`config.mk`:
```
export PLATFORM = sky130hd
export DESIGN_NAME = pipe_stage_chain
export DESIGN_NICKNAME = d
export VERILOG_FILES = /design/src/rtl/xm23_pipe_pkg.sv /design/src/rtl/pipe_stage_slot.sv /design/src/rtl/pipe_stage_chain.sv
export SDC_FILE = /design/constraint.sdc
export NUM_CORES = 1
export LEC_CHECK = 0
export ABC_AREA = 1
export CAP_MARGIN = 15
export CORE_ASPECT_RATIO = 0.9
export CORE_MARGIN = 4
export CORE_UTILIZATION = 25
export DETAILED_ROUTE_END_ITERATION = 10
export PLACE_DENSITY = 0.6
export SLEW_MARGIN = 5
export SYNTH_ARGS = -nofsm -noshare
export SYNTH_HDL_FRONTEND = slang
export SYNTH_SLANG_ARGS = --single-unit
```
`constraint.sdc`:
```
create_clock -name clk -period 1.5 [get_ports clk]
set_input_delay 0.225 -clock clk [delete_from_list [all_inputs] [get_ports clk]]
set_output_delay 0.225 -clock clk [all_outputs]
set_load 0.03 [all_outputs]
```
`src/rtl/xm23_pipe_pkg.sv`:
```
// Shared constants and helpers for the post-decode pipeline register chain.
// The slot record is a macro so its widths can follow each instance's parameters.
`define XM23_PIPE_SLOT_T(DW, IW) struct packed { logic valid; logic wr_en; logic [(IW)-1:0] dst; logic [(DW)-1:0] data; }

package xm23_pipe_pkg;

    localparam int STG_EXEC   = 0;
    localparam int STG_MEM    = 1;
    localparam int STG_WB     = 2;
    localparam int MAX_STAGES = 8;

    function automatic logic [3:0] popcount8(input logic [MAX_STAGES-1:0] v);
        logic [3:0] cnt;
        cnt = '0;
        for (int i = 0; i < MAX_STAGES; i++) begin
            cnt = cnt + {3'b000, v[i]};
        end
        return cnt;
    endfunction

endpackage

```
`src/rtl/pipe_stage_slot.sv`:
```
// One pipeline stage register: selects flush, hold, bubble or capture of the
// upstream entry; also exposes its next-state valid for the occupancy count.
module pipe_stage_slot #(
    parameter int DATA_W    = 64,
    parameter int REG_IDX_W = 3
) (
    input  logic                 clk,
    input  logic                 reset_n,
    input  logic                 flush,
    input  logic                 hold,
    input  logic                 bubble,
    input  logic                 prev_valid,
    input  logic                 prev_wr_en,
    input  logic [REG_IDX_W-1:0] prev_dst,
    input  logic [DATA_W-1:0]    prev_data,
    output logic                 valid,
    output logic                 wr_en,
    output logic [REG_IDX_W-1:0] dst,
    output logic [DATA_W-1:0]    data,
    output logic                 valid_nxt
);

    typedef `XM23_PIPE_SLOT_T(DATA_W, REG_IDX_W) pipe_slot_t;

    pipe_slot_t cur;
    pipe_slot_t nxt;

    // Flush outranks hold so a killed entry cannot linger in a stalled stage.
    always_comb begin
        nxt = cur;
        if (flush) begin
            nxt = '0;
        end else if (hold) begin
            nxt = cur;
        end else if (bubble) begin
            nxt = '0;
        end else begin
            nxt.valid = prev_valid;
            nxt.wr_en = prev_wr_en;
            nxt.dst   = prev_dst;
            nxt.data  = prev_data;
        end
    end

    always_ff @(posedge clk or negedge reset_n) begin
        if (!reset_n) begin
            cur <= '0;
        end else begin
            cur <= nxt;
        end
    end

    assign valid     = cur.valid;
    assign wr_en     = cur.wr_en;
    assign dst       = cur.dst;
    assign data      = cur.data;
    assign valid_nxt = nxt.valid;

endmodule

```
`src/rtl/pipe_stage_chain.sv`:
```
// Execute..writeback register chain with stall/bubble, flush, operand
// forwarding lookup and occupancy / stall performance counters.
module pipe_stage_chain
    import xm23_pipe_pkg::*;
#(
    parameter int NUM_STAGES = 3,
    parameter int DATA_W     = 64,
    parameter int REG_IDX_W  = 3,
    parameter int NUM_SRC    = 2,
    parameter int RES_W      = 16,
    parameter int CNT_W      = 16
) (
    input  logic                                   clk,
    input  logic                                   reset_n,
    input  logic                                   in_valid,
    input  logic [DATA_W-1:0]                      in_data,
    input  logic [REG_IDX_W-1:0]                   in_dst,
    input  logic                                   in_wr_en,
    output logic                                   in_ready,
    input  logic [NUM_STAGES-1:0]                  stall_in,
    input  logic [NUM_STAGES-1:0]                  flush_in,
    input  logic [NUM_STAGES-1:0][RES_W-1:0]       stage_res,
    output logic [NUM_STAGES-1:0]                  stage_valid,
    output logic [NUM_STAGES-1:0][DATA_W-1:0]      stage_data,
    output logic [NUM_STAGES-1:0][REG_IDX_W-1:0]   stage_dst,
    input  logic [NUM_SRC-1:0][REG_IDX_W-1:0]      src_idx,
    output logic [NUM_SRC-1:0]                     fwd_hit,
    output logic [NUM_SRC-1:0][NUM_STAGES-1:0]     fwd_stage,
    output logic [NUM_SRC-1:0][RES_W-1:0]          fwd_data,
    output logic                                   ret_valid,
    output logic [DATA_W-1:0]                      ret_data,
    output logic [$clog2(NUM_STAGES+1)-1:0]        occupancy,
    output logic [CNT_W-1:0]                       stall_cycles
);

    localparam int OCC_W = $clog2(NUM_STAGES + 1);

    logic [NUM_STAGES-1:0] hold;
    logic [NUM_STAGES-1:0] stage_wr_en;
    logic [NUM_STAGES-1:0] valid_nxt;

    // A stall propagates toward stage 0: older stages stalling freeze younger ones.
    always_comb begin
        hold = '0;
        hold[NUM_STAGES-1] = stall_in[NUM_STAGES-1];
        for (int k = NUM_STAGES - 2; k >= 0; k--) begin
            hold[k] = stall_in[k] | hold[k+1];
        end
    end

    assign in_ready = ~hold[0];

    for (genvar k = 0; k < NUM_STAGES; k++) begin : g_stage
        logic                 prev_valid;
        logic                 prev_wr_en;
        logic [REG_IDX_W-1:0] prev_dst;
        logic [DATA_W-1:0]    prev_data;
        logic                 bubble;

        if (k == STG_EXEC) begin : g_head
            assign prev_valid = in_valid;
            assign prev_wr_en = in_wr_en;
            assign prev_dst   = in_dst;
            assign prev_data  = in_data;
            assign bubble     = 1'b0;
        end else begin : g_body
            assign prev_valid = stage_valid[k-1];
            assign prev_wr_en = stage_wr_en[k-1];
            assign prev_dst   = stage_dst[k-1];
            assign prev_data  = stage_data[k-1];
            assign bubble     = hold[k-1] & ~hold[k];
        end

        pipe_stage_slot #(
            .DATA_W    (DATA_W),
            .REG_IDX_W (REG_IDX_W)
        ) u_slot (
            .clk        (clk),
            .reset_n    (reset_n),
            .flush      (flush_in[k]),
            .hold       (hold[k]),
            .bubble     (bubble),
            .prev_valid (prev_valid),
            .prev_wr_en (prev_wr_en),
            .prev_dst   (prev_dst),
            .prev_data  (prev_data),
            .valid      (stage_valid[k]),
            .wr_en      (stage_wr_en[k]),
            .dst        (stage_dst[k]),
            .data       (stage_data[k]),
            .valid_nxt  (valid_nxt[k])
        );
    end

    assign ret_valid = stage_valid[NUM_STAGES-1] & ~stall_in[NUM_STAGES-1]
                     & ~flush_in[NUM_STAGES-1];
    assign ret_data  = stage_data[NUM_STAGES-1];

    // Scan oldest to youngest so the youngest matching stage overrides.
    always_comb begin
        fwd_hit   = '0;
        fwd_stage = '0;
        fwd_data  = '0;
        for (int s = 0; s < NUM_SRC; s++) begin
            for (int k = NUM_STAGES - 1; k >= 0; k--) begin
                if (stage_valid[k] && stage_wr_en[k] && (stage_dst[k] == src_idx[s])) begin
                    fwd_hit[s]      = 1'b1;
                    fwd_stage[s]    = '0;
                    fwd_stage[s][k] = 1'b1;
                    fwd_data[s]     = stage_res[k];
                end
            end
        end
    end

    always_ff @(posedge clk or negedge reset_n) begin
        if (!reset_n) begin
            occupancy    <= '0;
            stall_cycles <= '0;
        end else begin
            occupancy <= OCC_W'(popcount8(MAX_STAGES'(valid_nxt)));
            if (hold[0] && (stall_cycles != {CNT_W{1'b1}})) begin
                stall_cycles <= stall_cycles + CNT_W'(1);
            end
        end
    end

endmodule

```
==> results of run 1 <==
==> cell type report <==
class	count	area, sq um
Clock buffer	34	795
Clock inverter	16	171
Fill cell	4391	25900
Inverter	213	833
Multi-Input combinational cell	717	4580
Sequential cell	225	5660
Tap cell	600	751
Timing Repair Buffer	586	5500
Timing Repair inverter	3	28.8
==> power breakdown <==
group	switching [mW]	internal [mW]
Combinational	1.50	1.06
Clock	2.74	4.26
Sequential	0.191	6.26
Total	4.43	11.6
==> cells by family after synthesis <==
family	after synthesis	share of synthesized area
AND/OR/NAND/NOR	486	0.193
adder cells (fa/ha/maj)	2	0.00291
XOR/XNOR	14	0.0110
AO/OA/AOI/OAI	215	0.136
flip-flops	225	0.503
buffers and inverters	370	0.154
==> cells in the final DEF (no fill, tap or decap), types with 3 or more instances in the layout <==
cell type | synthesis | final
inv_1 | 202 | 159
buf_4 | 68 | 83
nand2_4 | 1 | 34
buf_12 | 0 | 32
clkinvlp_4 | 0 | 5
dfrtp_2 | 0 | 26
nand3_2 | 2 | 38
o32ai_1 | 73 | 71
buf_8 | 0 | 3
xor2_1 | 3 | 3
xnor2_1 | 11 | 9
dfrtp_1 | 225 | 199
inv_8 | 0 | 5
clkbuf_8 | 0 | 5
nand3_4 | 0 | 4
inv_4 | 1 | 3
clkbuf_16 | 0 | 31
bufinv_16 | 0 | 3
nor2_2 | 2 | 17
o31ai_1 | 65 | 65
inv_2 | 9 | 47
buf_2 | 27 | 157
nor2_1 | 58 | 38
nor2_4 | 4 | 9
clkdlybuf4s15_2 | 0 | 98
nand2_1 | 201 | 133
o21ai_1 | 5 | 7
nand2_2 | 3 | 38
buf_6 | 5 | 80
clkinv_2 | 0 | 8
o21ai_0 | 69 | 67
nand3_1 | 209 | 169
clkdlybuf4s50_1 | 0 | 124
==> tightest hold or removal path: stages <==
cell	delay (ns)
buf_4	0.11
buf_4	0.14
o32ai_4	0.10
==> final timing paths <==
kind	from	end	slack [ns]	cells past startpoint
min in group asynchronous	reset_n	g_stage[0].u_slot.data[34]	0.12	2
min	stall_in[1]	g_stage[2].u_slot.valid	0.09	3
min reg2reg	stall_cycles[12]	stall_cycles[12]	0.52	2
max reg2reg	g_stage[1].u_slot.valid	occupancy[0]	0.06	4
max	g_stage[1].u_slot.dst[2]	fwd_data[9]	-0.76	12
max in group asynchronous	reset_n	g_stage[1].u_slot.data[21]	0.72	3
==> timing repair <==
item | 4_1_cts | 5_1_grt
pin swaps | 13 | 49
setup buffers | 20 | 9
gates resized for setup | 1279 | 161
hold buffers | 2 | 0
gates cloned | 5 | 2
endpoints found under the setup margin | 332 | 92
hold endpoints to repair | 226 | 0
==> sequential cells by signal, summed over array words and instances, names as in the netlist <==
name,cells
g_stage.u_slot.data,192
g_stage.u_slot.dst,9
g_stage.u_slot.valid,3
g_stage.u_slot.wr_en,3
occupancy,2
stall_cycles,16
==> per-stage QoR <==
step / setup TNS (ns) / worst slack (ns) / utilization / hold slack [ns]
2_1_floorplan: -2.53 / -0.112 / - / -0.0706
3_3_place_gp: -80.76 / -0.682 / 0.384 / 0.116
3_5_place_dp: -82.14 / -0.635 / 0.384 / 0.113
4_1_cts: -28.90 / -0.761 / 0.412 / 0.0561
5_1_grt: -33.10 / -0.878 / 0.414 / 0.0742
6_report: -28.82 / -0.761 / 0.414 / 0.0920
==> routing by layer <==
| layer | vias up | track usage | part of all wire |
|---|---|---|---|
| li1 | 5210 | - | - |
| met1 | 5694 | 0.252 | 0.41 |
| met2 | 477 | 0.331 | 0.49 |
| met3 | 83 | 0.0406 | 0.069 |
| met4 | 4 | 0.0384 | 0.024 |
| met5 | - | 0 | 0.00049 |
==> flow_summary.toml, run 1 <==
[outcome]
status = "complete, but fails checks"
violations = "setup timing"

[power]
p_per_area_nw_per_um2 = 875
power_leakage_nw = 8.26
fin_total_pwr_mw = 16.0
peakVddDrop_mv = 0.804

[sta]
min_period_ns = 2.26
max_freq_mhz = 442
hold_violations = 0
worst_slew_pin_slew_ns = 0.846
period_share = 1.51
relSlewSlack = 0.436
final_max_slew_viol_count = 0
skew_ns = 0.0107
rsz0062_at_grt = "yes"
setup_ws_ns = -0.761
setup_violations = 43

[logic_synthesis]
synth_top_flop_cell = "dfrtp_1"
synth_largest_area_cell = "dfrtp_1"
ys_ff_latch = 225
synth_nets = 1445
synth_area_leaders = "dfrtp_1 (50%), nand3_1 (9.3%), inv_1 (6.8%)"
syn_avg_cell_area_sq_um = 8.53
synth.top_cells.by_count = "dfrtp_1 (225), nand3_1 (209), inv_1 (202), nand2_1 (201), o32ai_1 (73)"
synth_edf_count = 0
synth_most_common_cell = "dfrtp_1"
synth_top_area_frac = 0.503
yosysSeqAreaShare = 0.503
synth_cells = 1312
synth_area_sq_um = 11200
synth_warnings = 0
synth_cell_types = 34
async_flop_share = 1.00

[worst_setup_path]
cpPeakStageDelay_ns = 0.43
critical_path_class = "reg -> out"
startpoint_type = "flip-flop"
timing.critical_path.buf_inv = 5
path_cells = "inv_2 -> nand2_2 -> nand2_2 -> nand2_2 -> nor2_4 -> buf_12 -> buf_12 -> nand3_2 -> nand2_2 -> inv_2 -> nand2_4 -> buf_6"
cp.required_ns = 1.27
crit_slowest_cell = "dfrtp_2"
crit_path_end_kind = "output port"
crit_arrival_ns = 2.04
cp_top_family = "simple AND/OR/NAND/NOR gates"
crit_fanout = 8
cpMostUsedCell = "nand2_2"

[layout]
area_growth_pct = 63.7
instances_no_fill = 2394
final_area_sq_um = 18300
diodes = 0
fin_nets = 1907
layout-drive-gt1-share = 0.414

[detailed_routing]
dr.first_iter.drc_count = 747
detail_route.wl_per_cell_microns = 20.5
drt_wl_total_microns = 49000
vias = 11500
post-route-drc-count = 0
dr.pass1.iters = 5
ant_nets = 0
via_per_inst = 4.79

[run]
max_cap_viol_count = 0

[global_routing]
grt_use_total = 0.192
grt_overflow = 0
first_global_vias = 11600
grt_pass1_wl_microns = 73600
grt_max_degree = 69
antenna_found_initial = 2

[clock_tree]
clock_sink_count = 225
cts_tree = "built"
cts_buffer_depth = 3
clockRootBuffer = "clkbuf_16"
clk_latency_ns = 0.55
clkTransAtPathRegs_ns = 0.06
htree_levels = 1
cts-buffers-inserted = 28

[place]
place_area_sq_um = 17000
gp_congestion = 0.912
dp.cells = 2314
port_buffers = 458
dp_hpwl_microns = 34100

[floorplanning]
die_x_microns = 231
start_util = 0.253
row_count = 73
ios = 459
die_h_microns = 209
core_area_sq_um = 44200
dieArea_sq_um = 48200

[worst_hold_path]
hold_class = "in -> reg"
Note: power is estimated with default switching activity, not from simulation.
==> run 2, diff against run 1 <==
--- a/config.mk
+++ b/config.mk
@@ -11,7 +11,8 @@
 export CORE_MARGIN = 4
 export CORE_UTILIZATION = 25
 export DETAILED_ROUTE_END_ITERATION = 10
-export PLACE_DENSITY = 0.6
+export DONT_BUFFER_PORTS = 1
+export PLACE_DENSITY = 0.36
 export SLEW_MARGIN = 5
 export SYNTH_ARGS = -nofsm -noshare
 export SYNTH_HDL_FRONTEND = slang
==> flow_summary.toml, run 2 (synthesis gave the netlist of run 1 again) <==
[worst_setup_path]
cp.required_ns = 1.27
crit_arrival_ns = 1.94
r2r_slack_ns = -0.03
startpoint_type = "flip-flop"
reg2reg_from = "g_stage[1].u_slot.valid"
r2r_end = "occupancy[0]"
crit_path_end_kind = "output port"
ff2ff_path_depth = 6
critical_path_class = "reg -> out"
crit_fanout = 10

[layout]
area_growth_pct = 41.4
fin_nets = 1621
final_area_sq_um = 15800
finish.utilization = 0.358
instances_no_fill = 2112
final_common_cell = "buf_4"
layout-drive-gt1-share = 0.354
largest_register_ffs = 192
final_cell_mix = "buf_4 (171), nand3_1 (165), inv_1 (160)"

[sta]
relSlewSlack = 0.708
finalSetupTns_ns = -24.50
min_period_ns = 2.16
worst_slew_pin_slew_ns = 0.438
final_max_slew_viol_count = 0
period_share = 1.44
setup_ws_ns = -0.663
skew_ns = 0.0282
whs_ns = -0.645
setup_violations = 42
max_freq_mhz = 462
rsz0062_at_grt = "yes"
hold_violations = 226

[clock_tree]
cts_tree = "built"
cts_buffer_depth = 3
cts_hold_buf = 81
clockRootBuffer = "clkbuf_16"
htree_levels = 1
clkTransAtPathRegs_ns = 0.06
clk_latency_ns = 0.57
cts-buffers-inserted = 28
clock_sink_count = 225

[worst_hold_path]
hold_class = "in -> async"

[place]
dp.cells = 1948
port_buffers = 0
place_area_sq_um = 13000
dpl_worst_slack_ns = -0.161
gp_congestion = 0.790
dp_hpwl_microns = 28600

[floorplanning]
die_h_microns = 209
core_area_sq_um = 44200
start_util = 0.253
row_count = 73
dieArea_sq_um = 48200
ios = 459
die_x_microns = 231

[power]
p_per_area_nw_per_um2 = 980
fin_total_pwr_mw = 15.5
peakVddDrop_mv = 0.697
power_leakage_nw = 6.86

[detailed_routing]
detail_route.wl_per_cell_microns = 21.7
dr.pass1.iters = 5
vias = 10100
via_per_inst = 4.77
ant_nets = 0
drt_wl_total_microns = 45700
post-route-drc-count = 0
dr.first_iter.drc_count = 547

[global_routing]
grt_max_degree = 226
grt_use_total = 0.184
antenna_found_initial = 2
grt_pass1_wl_microns = 69700
first_global_vias = 10700
grt_overflow = 0

[outcome]
violations = "hold timing, setup timing"
status = "complete, but fails checks"

[run]
max_cap_viol_count = 0
## run 2: power by group
| part | switching (mW) | leakage, nW | total [mW] | internal (mW) |
|---|---|---|---|---|
| sequential | 0.209 | 3.00 | 6.47 | 6.26 |
| combinational | 1.20 | 3.37 | 1.89 | 0.689 |
| clock | 2.85 | 0.477 | 7.14 | 4.29 |
## run 2: how the worst max path moves through the flow
stage	to	slack (ns)	start	depth (start not counted)
4_1_cts	fwd_data[13]	-0.66	g_stage[1].u_slot.dst[2]	11
3_3_place_gp	occupancy[0]	-0.14	g_stage[0].u_slot.valid	4
6_report	fwd_data[10]	-0.66	g_stage[0].u_slot.dst[1]	9
3_5_place_dp	occupancy[0]	-0.16	g_stage[0].u_slot.valid	4
2_1_floorplan	fwd_data[23]	-0.11	g_stage[1].u_slot.dst[1]	8
5_1_grt	fwd_data[30]	-0.77	g_stage[1].u_slot.dst[2]	11
## run 2: worst max-delay path, stage by stage (launching register included)
cell     delay [ns]
dfrtp_2        0.42
inv_2          0.07
nand2_1        0.05
nand2_1        0.07
nor2_2         0.06
nand2_4        0.14
buf_12         0.16
buf_6          0.17
nand3_2        0.11
nand2_4        0.14
## run 2: timing repair
item	in CTS	in global routing
endpoints found under the hold margin	432	226
gates resized for setup	160	70
gates cloned	4	1
endpoints found under the setup margin	133	61
pin swaps	30	45
setup buffers	10	19
## run 2: routing by layer
metal	track usage	vias up	part of all wire
met1	0.234	5053	0.42
met4	0.0303	0	0.014
li1	-	4646	-
met5	0	-	0
met3	0.0472	42	0.067
met2	0.320	327	0.50
## run 2: layout make-up
class                   count  area [sq um]
diodes                      2          5.00
clock buffers              39           812
clock inverters            13           160
fillers                  4594         28400
inverters                 213           850
multi-input cells         717          4590
flip-flops and latches    225          5720
well taps                 600           751
repair buffers            302          2930
repair inverters            1          16.3
